`src/rtl/x86_insn_length_sequencer.sv`:
```
// Byte-serial x86-64 instruction length sequencer: walks prefixes, REX, opcode,
// ModRM, SIB, displacement and immediate, then presents one boundary record.
module x86_insn_length_sequencer #(
    parameter int MAX_LEN = 15
) (
    input  logic         clk,
    input  logic         reset,
    input  logic         flush,
    input  logic [255:0] modrm_map,
    input  logic         in_valid,
    input  logic [7:0]   in_byte,
    output logic         in_ready,
    output logic         out_valid,
    input  logic         out_ready,
    output logic [3:0]   out_len,
    output logic [7:0]   out_opcode,
    output logic         out_esc,
    output logic [3:0]   out_rex,
    output logic [4:0]   out_pfx,
    output logic [2:0]   out_seg,
    output logic         out_has_modrm,
    output logic [7:0]   out_modrm,
    output logic         out_has_sib,
    output logic [2:0]   out_disp_len,
    output logic [3:0]   out_imm_len,
    output logic         out_err
);
    localparam logic [2:0] PREFIX = 3'd0;
    localparam logic [2:0] OPC2   = 3'd1;
    localparam logic [2:0] MODRM  = 3'd2;
    localparam logic [2:0] SIB    = 3'd3;
    localparam logic [2:0] DISP   = 3'd4;
    localparam logic [2:0] IMM    = 3'd5;
    localparam logic [2:0] DONE   = 3'd6;

    localparam logic [3:0] LAST_IDX = 4'(MAX_LEN - 1);

    logic [2:0] state, next_state;
    logic [3:0] cnt, next_cnt;
    logic [3:0] next_len;
    logic [7:0] next_opcode;
    logic       next_esc;
    logic [3:0] next_rex;
    logic [4:0] next_pfx;
    logic [2:0] next_seg;
    logic       next_has_modrm;
    logic [7:0] next_modrm;
    logic       next_has_sib;
    logic [2:0] next_disp;
    logic [3:0] next_imm;
    logic       next_err;

    logic       accept;
    logic       op16;
    logic       map_hit;
    logic [3:0] imm_one;
    logic       modrm_two;
    logic [3:0] imm_two;
    logic [2:0] disp_m;
    logic [3:0] imm_m;
    logic [2:0] disp_s;

    assign in_ready  = (state != DONE);
    assign out_valid = (state == DONE);
    assign accept    = in_valid && in_ready;
    assign op16      = out_pfx[0];
    assign map_hit   = modrm_map[8'd255 - in_byte];

    // Immediate size of a one-byte opcode, given the prefixes latched so far.
    always_comb begin
        imm_one = 4'd0;
        if (in_byte[7:6] == 2'b00 && in_byte[2:0] == 3'd4)
            imm_one = 4'd1;
        else if (in_byte[7:6] == 2'b00 && in_byte[2:0] == 3'd5)
            imm_one = op16 ? 4'd2 : 4'd4;
        else if (in_byte inside {8'h6A, 8'h6B, [8'h70:8'h7F], 8'h80, 8'h82, 8'h83, 8'hA8,
                                 [8'hB0:8'hB7], 8'hC0, 8'hC1, 8'hC6, 8'hCD, 8'hD4, 8'hD5,
                                 [8'hE0:8'hE7], 8'hEB})
            imm_one = 4'd1;
        else if (in_byte inside {8'h68, 8'h69, 8'h81, 8'hA9, 8'hC7})
            imm_one = op16 ? 4'd2 : 4'd4;
        else if (in_byte inside {8'hE8, 8'hE9})
            imm_one = 4'd4;
        else if (in_byte inside {[8'hB8:8'hBF]})
            imm_one = out_rex[3] ? 4'd8 : (op16 ? 4'd2 : 4'd4);
        else if (in_byte inside {8'hC2, 8'hCA})
            imm_one = 4'd2;
        else if (in_byte == 8'hC8)
            imm_one = 4'd3;
        else if (in_byte inside {[8'hA0:8'hA3]})
            imm_one = out_pfx[1] ? 4'd4 : 4'd8;
    end

    always_comb begin
        modrm_two = !(in_byte inside {8'h05, 8'h06, 8'h07, 8'h08, 8'h09, 8'h0B, 8'h31, 8'h77,
                                      8'hA2, [8'h80:8'h8F], [8'hC8:8'hCF]});
        imm_two = 4'd0;
        if (in_byte inside {[8'h80:8'h8F]})
            imm_two = 4'd4;
        else if (in_byte inside {[8'h70:8'h73], 8'hA4, 8'hAC, 8'hBA, 8'hC2, 8'hC4, 8'hC5, 8'hC6})
            imm_two = 4'd1;
    end

    // F6/F7 only carry an immediate for the TEST form (ModRM.reg == 0).
    always_comb begin
        disp_m = 3'd0;
        if (in_byte[7:6] == 2'b01)
            disp_m = 3'd1;
        else if (in_byte[7:6] == 2'b10 || (in_byte[7:6] == 2'b00 && in_byte[2:0] == 3'd5))
            disp_m = 3'd4;
        imm_m = out_imm_len;
        if (!out_esc && out_opcode == 8'hF6 && in_byte[5:3] == 3'd0)
            imm_m = 4'd1;
        else if (!out_esc && out_opcode == 8'hF7 && in_byte[5:3] == 3'd0)
            imm_m = op16 ? 4'd2 : 4'd4;
        disp_s = (out_modrm[7:6] == 2'b00 && in_byte[2:0] == 3'd5) ? 3'd4 : out_disp_len;
    end

    always_comb begin
        next_state     = state;
        next_cnt       = cnt;
        next_len       = out_len;
        next_opcode    = out_opcode;
        next_esc       = out_esc;
        next_rex       = out_rex;
        next_pfx       = out_pfx;
        next_seg       = out_seg;
        next_has_modrm = out_has_modrm;
        next_modrm     = out_modrm;
        next_has_sib   = out_has_sib;
        next_disp      = out_disp_len;
        next_imm       = out_imm_len;
        next_err       = out_err;
        if (state == DONE) begin
            if (out_ready) begin
                next_state     = PREFIX;
                next_cnt       = 4'd0;
                next_len       = 4'd0;
                next_opcode    = 8'd0;
                next_esc       = 1'b0;
                next_rex       = 4'd0;
                next_pfx       = 5'd0;
                next_seg       = 3'd0;
                next_has_modrm = 1'b0;
                next_modrm     = 8'd0;
                next_has_sib   = 1'b0;
                next_disp      = 3'd0;
                next_imm       = 4'd0;
                next_err       = 1'b0;
            end
        end else if (accept) begin
            next_len = out_len + 4'd1;
            case (state)
                PREFIX: begin
                    case (in_byte)
                        8'h26: begin next_seg = 3'd1; next_rex = 4'd0; end
                        8'h2E: begin next_seg = 3'd2; next_rex = 4'd0; end
                        8'h36: begin next_seg = 3'd3; next_rex = 4'd0; end
                        8'h3E: begin next_seg = 3'd4; next_rex = 4'd0; end
                        8'h64: begin next_seg = 3'd5; next_rex = 4'd0; end
                        8'h65: begin next_seg = 3'd6; next_rex = 4'd0; end
                        8'h66: begin next_pfx[0] = 1'b1; next_rex = 4'd0; end
                        8'h67: begin next_pfx[1] = 1'b1; next_rex = 4'd0; end
                        8'hF0: begin next_pfx[2] = 1'b1; next_rex = 4'd0; end
                        8'hF2: begin next_pfx[3] = 1'b1; next_rex = 4'd0; end
                        8'hF3: begin next_pfx[4] = 1'b1; next_rex = 4'd0; end
                        8'h0F: begin next_esc = 1'b1; next_state = OPC2; end
                        default: begin
                            if (in_byte[7:4] == 4'h4) begin
                                next_rex = in_byte[3:0];
                            end else begin
                                next_opcode    = in_byte;
                                next_has_modrm = map_hit;
                                next_imm       = imm_one;
                                if (map_hit)
                                    next_state = MODRM;
                                else if (imm_one != 4'd0) begin
                                    next_state = IMM;
                                    next_cnt   = imm_one;
                                end else
                                    next_state = DONE;
                            end
                        end
                    endcase
                end
                OPC2: begin
                    next_opcode    = in_byte;
                    next_has_modrm = modrm_two;
                    next_imm       = imm_two;
                    if (modrm_two)
                        next_state = MODRM;
                    else if (imm_two != 4'd0) begin
                        next_state = IMM;
                        next_cnt   = imm_two;
                    end else
                        next_state = DONE;
                end
                MODRM: begin
                    next_modrm = in_byte;
                    next_disp  = disp_m;
                    next_imm   = imm_m;
                    if (in_byte[7:6] != 2'b11 && in_byte[2:0] == 3'd4) begin
                        next_has_sib = 1'b1;
                        next_state   = SIB;
                    end else if (disp_m != 3'd0) begin
                        next_state = DISP;
                        next_cnt   = {1'b0, disp_m};
                    end else if (imm_m != 4'd0) begin
                        next_state = IMM;
                        next_cnt   = imm_m;
                    end else
                        next_state = DONE;
                end
                SIB: begin
                    next_disp = disp_s;
                    if (disp_s != 3'd0) begin
                        next_state = DISP;
                        next_cnt   = {1'b0, disp_s};
                    end else if (out_imm_len != 4'd0) begin
                        next_state = IMM;
                        next_cnt   = out_imm_len;
                    end else
                        next_state = DONE;
                end
                DISP: begin
                    next_cnt = cnt - 4'd1;
                    if (cnt == 4'd1) begin
                        if (out_imm_len != 4'd0) begin
                            next_state = IMM;
                            next_cnt   = out_imm_len;
                        end else
                            next_state = DONE;
                    end
                end
                IMM: begin
                    next_cnt = cnt - 4'd1;
                    if (cnt == 4'd1)
                        next_state = DONE;
                end
                default: next_state = PREFIX;
            endcase
            // Hitting the architectural limit mid-instruction ends the record as an error.
            if (out_len == LAST_IDX && next_state != DONE) begin
                next_state = DONE;
                next_err   = 1'b1;
            end
        end
    end

    always_ff @(posedge clk) begin
        if (reset || flush) begin
            state         <= PREFIX;
            cnt           <= 4'd0;
            out_len       <= 4'd0;
            out_opcode    <= 8'd0;
            out_esc       <= 1'b0;
            out_rex       <= 4'd0;
            out_pfx       <= 5'd0;
            out_seg       <= 3'd0;
            out_has_modrm <= 1'b0;
            out_modrm     <= 8'd0;
            out_has_sib   <= 1'b0;
            out_disp_len  <= 3'd0;
            out_imm_len   <= 4'd0;
            out_err       <= 1'b0;
        end else begin
            state         <= next_state;
            cnt           <= next_cnt;
            out_len       <= next_len;
            out_opcode    <= next_opcode;
            out_esc       <= next_esc;
            out_rex       <= next_rex;
            out_pfx       <= next_pfx;
            out_seg       <= next_seg;
            out_has_modrm <= next_has_modrm;
            out_modrm     <= next_modrm;
            out_has_sib   <= next_has_sib;
            out_disp_len  <= next_disp;
            out_imm_len   <= next_imm;
            out_err       <= next_err;
        end
    end
endmodule

```
`config.mk`:
```
export PLATFORM = sky130hd
export DESIGN_NAME = x86_insn_length_sequencer
export DESIGN_NICKNAME = d
export VERILOG_FILES = /design/src/rtl/x86_insn_length_sequencer.sv
export SDC_FILE = /design/constraint.sdc
export NUM_CORES = 1
export LEC_CHECK = 0
export ABC_AREA = 1
export CAP_MARGIN = 20
export CORE_ASPECT_RATIO = 0.7
export CORE_MARGIN = 3
export CORE_UTILIZATION = 45
export DETAILED_ROUTE_END_ITERATION = 16
export PLACE_DENSITY = 0.88
export SYNTH_ARGS = -nofsm -noshare
export SYNTH_HDL_FRONTEND = slang
export SYNTH_SLANG_ARGS = --single-unit
export TNS_END_PERCENT = 5
```
`constraint.sdc`:
```
create_clock -name clk -period 5.6 [get_ports clk]
set_input_delay 0.56 -clock clk [delete_from_list [all_inputs] [get_ports clk]]
set_output_delay 0.56 -clock clk [all_outputs]
set_load 0.05 [all_outputs]
```
==> results.md <==
- Syn Nets: 1571
- Hold Path Class: register to register
- Port buffer count: 313
- Slew Viols, Final: 0
- Die Span X: 148 um
- Fin Setup TNS: 0 ns
- CTS tree: built
- Critical Path Source Type: primary input
- Pint: 869 uW
- Max-Cap Viols: 0
- Routing usage on met1: 0.504
- # diodes: 0
- Vias in the first global route: 8633
- Clock share of power: 0.263
- CP Capture Type: register
- Starting Density: 0.470
- Cell Area, Synth: 0.00632 mm^2
- Sequential share of power: 0.279
- Final #Nets: 1839
- Tmin final: 3.87 ns
- CTS Buffer Depth: 2
- DR DRC count: 0
- Worst-path clk slew: 0.06 ns
- Max Fanout on Critical Path: 18
- # H-tree levels: 2
- Slew headroom: 0.347
- Routed via count: 9282
- Outcome: complete, no violations
- Vias per std cell: 5.30
- Sequential Area: 0.00100 mm^2
- PostCTS Resize Cnt: 0
- Row count: 35
- Area delta synth->final: 52.0%
- Filler Cell Count: 1199
- Final Wtd Congestion: 1.05
- Reg2reg start: state[1]
- Top post-synthesis cells by area: nand2_1 (43%), dfxtp_1 (16%), nor2_1 (7.3%), inv_1 (5.1%), nand3_1 (4.9%)
- Synth warn: 0
- Clk sinks: 50
- Arr. time, crit path: 4.03 ns
- GR peak layer: met2
- Avg Cell Area, Syn: 4.87 um^2
- Clk root buf: clkbuf_16
- Worst Path Required: 5.76 ns
- Proportion of layout cells with a drive suffix above 1: 0.0287
- Critical path class: primary input to register
- Most common cell after layout, fill and taps aside: nand2_1
- Worst path cell trace: clkdlybuf4s50_1, nor2_2, inv_1, nor2_1, nand2_1, inv_1, nor2_1, and2_4, inv_2, nor2_4, inv_2, nand2_1, o21ai_1, nor2_2, nand3_2, nor2_4, a22oi_1, nor2_1
- Hold_sp: out_pfx[4]
- Overall global routing resource usage: 0.358
- IO Pins: 314
- Register bit total from synthesis: 50
- Placement Setup Slack: 1.60 ns
- Final Util: 0.714
- Most frequent cells in the layout: nand2_1 (730), clkdlybuf4s50_1 (311), nor2_1 (120)
- Synth unique cells: 43
- Core area: 0.0134 mm^2
- Clock skew: 0.00702 ns
- First-pass DRT Iterations: 5
- LEAKAGE: 4.57 nW
- Crit-path slowest cell: nor2_2
- Final Non-Filler Cells: 1751
- Mapped Cells: 1298
- Worst setup startpoint: in_byte[2]
- Slew @ Worst Pin: 0.954 ns
- Sequential area share after synthesis: 0.158
- Met3 Use GR: 0.0841
- CP delay by family, top: simple AND/OR/NAND/NOR gates
- WL per Instance: 16.6 um
- # placed instances: 1744
- DR iter-0 viols: 1070
- FMAX: 0.258 GHz
- Die area: 0.0155 mm^2
- Detailed Route WL: 29100 um
- Setup Viol. Count Final: 0
- Hold Vio Cnt, Final: 0
- Final WS setup: 1.73 ns
- Antenna violations before repair: 0
- Max incr delay on CP: 0.78 ns
- Gr ovfl total: 0
- First-pass GRT wire length: 45100 um
- GR Util met2: 0.560
- Area of the multi-input gates: 0.00465 mm^2
- Crit path buf inv count: 5
- Switching Share: 0.353
- Antenna Nets Post-Route: 0
- Hold buffers post-CTS: 0
- R2R Setup Slk: 2.23 ns
- Pwr dens: 140 mW/mm^2
- Setup repair bufs after CTS: 0
- Peak VDD IR: 0.000115 V
- Crit share post-route: 0.692
- Latest clock arrival within the worst-skew pair: 0.29 ns
- Comb power frac: 0.458
- Final HPWL DP: 23400 um
- Area leader, netlist: nand2_1
- Largest net degree at the start of global routing: 90
- RSZ-0062 raised after global routing: false
- Cell mode on critical path: nor2_1
- Net switching power: 474 uW
- CTS buffer count: 5
- Die H: 105 um
- Post-synth top area share: 0.434
==> worst paths after layout <==
kind,endpoint,depth (start not counted)
setup / recovery,out_opcode[1],18
hold / removal,out_pfx[4],2
setup reg to reg,out_rex[3],16
hold reg to reg,out_pfx[4],2
==> cell families after synthesis <==
family                     synth area share
DFF                                   0.158
xor gates and xnor gates            0.00277
AOI/OAI and AO/OA                     0.113
and+or+nand+nor                       0.613
buffers and inverters                 0.106
adders and majority gates           0.00792
==> sequential cells by signal, indices dropped and copies added (netlist names) <==
name / flops
out_has_modrm: 1
out_has_sib: 1
out_opcode: 8
out_rex: 4
out_err: 1
out_modrm: 8
state: 3
out_esc: 1
out_seg: 3
out_len: 4
out_imm_len: 4
cnt: 4
out_pfx: 5
out_disp_len: 3
==> per-layer routing <==
layer  wire length, um  part of all wire  vias up
li1                  -                 -     4588
met1             12500              0.43     4078
met2             12500              0.43      572
met3              3620              0.12       44
met4               517             0.018        0
met5                 0                 0        -
==> power groups by stage <==
stage	sequential (mW)	clock [mW]	combinational, mW
2_1_floorplan	0.393	0	0.303
3_3_place_gp	0.382	0	0.596
3_5_place_dp	0.382	0	0.601
4_1_cts	0.374	0.351	0.605
5_1_grt	0.375	0.366	0.671
6_report	0.375	0.352	0.616
==> cell type report <==
cell class / count / share of cell area
Tap cell: 185 / 0.0241
Inverter: 95 / 0.0371
Timing Repair Buffer: 322 / 0.333
Multi-Input combinational cell: 1092 / 0.484
Clock buffer: 6 / 0.0145
Clock inverter: 1 / 0.00313
Sequential cell: 50 / 0.104
==> metrics by stage <==
| step | area [um^2] | hold slack [ns] | total power, mW |
|---|---|---|---|
| 3_3_place_gp | 9430 | 0.438 | 0.978 |
| 2_1_floorplan | 6320 | 0.496 | 0.696 |
| 4_1_cts | 9600 | 0.449 | 1.33 |
| 3_5_place_dp | 9430 | 0.440 | 0.983 |
| 5_1_grt | 9600 | 0.477 | 1.41 |
| 6_report | 9600 | 0.449 | 1.34 |
==> synthesized netlist by cell type (all sizes together) <==
library cell  count
nand2           733
and3              1
xor2              1
nor4              2
and2              1
clkinv            2
nand4            15
nor2            131
buf              41
o2111ai           5
nor3             21
a211oi            9
dfxtp            50
a21boi            1
a31oi             3
a22oi             9
a2111oi           2
clkbuf           20
o31ai             1
nand3b            1
a221o             1
ha                4
o21ai            24
o211ai            8
or2               1
inv              93
a311oi            1
xnor2             1
o22ai             6
nand3            63
o21a              2
a21oi            45
==> worst register-to-register path: stages, from the launching register on <==
cell	delay [ns]
dfxtp_1	0.55
inv_1	0.10
nor2_2	0.26
inv_1	0.14
nor2_4	0.21
clkinv_1	0.09
buf_4	0.21
nor2_1	0.11
inv_1	0.06
nand2_1	0.39
inv_2	0.16
nor2_4	0.26
inv_1	0.07
a21oi_1	0.25
inv_1	0.16
a31oi_1	0.16
a211oi_1	0.06
No activity file was read; power rests on OpenSTA's default activity.
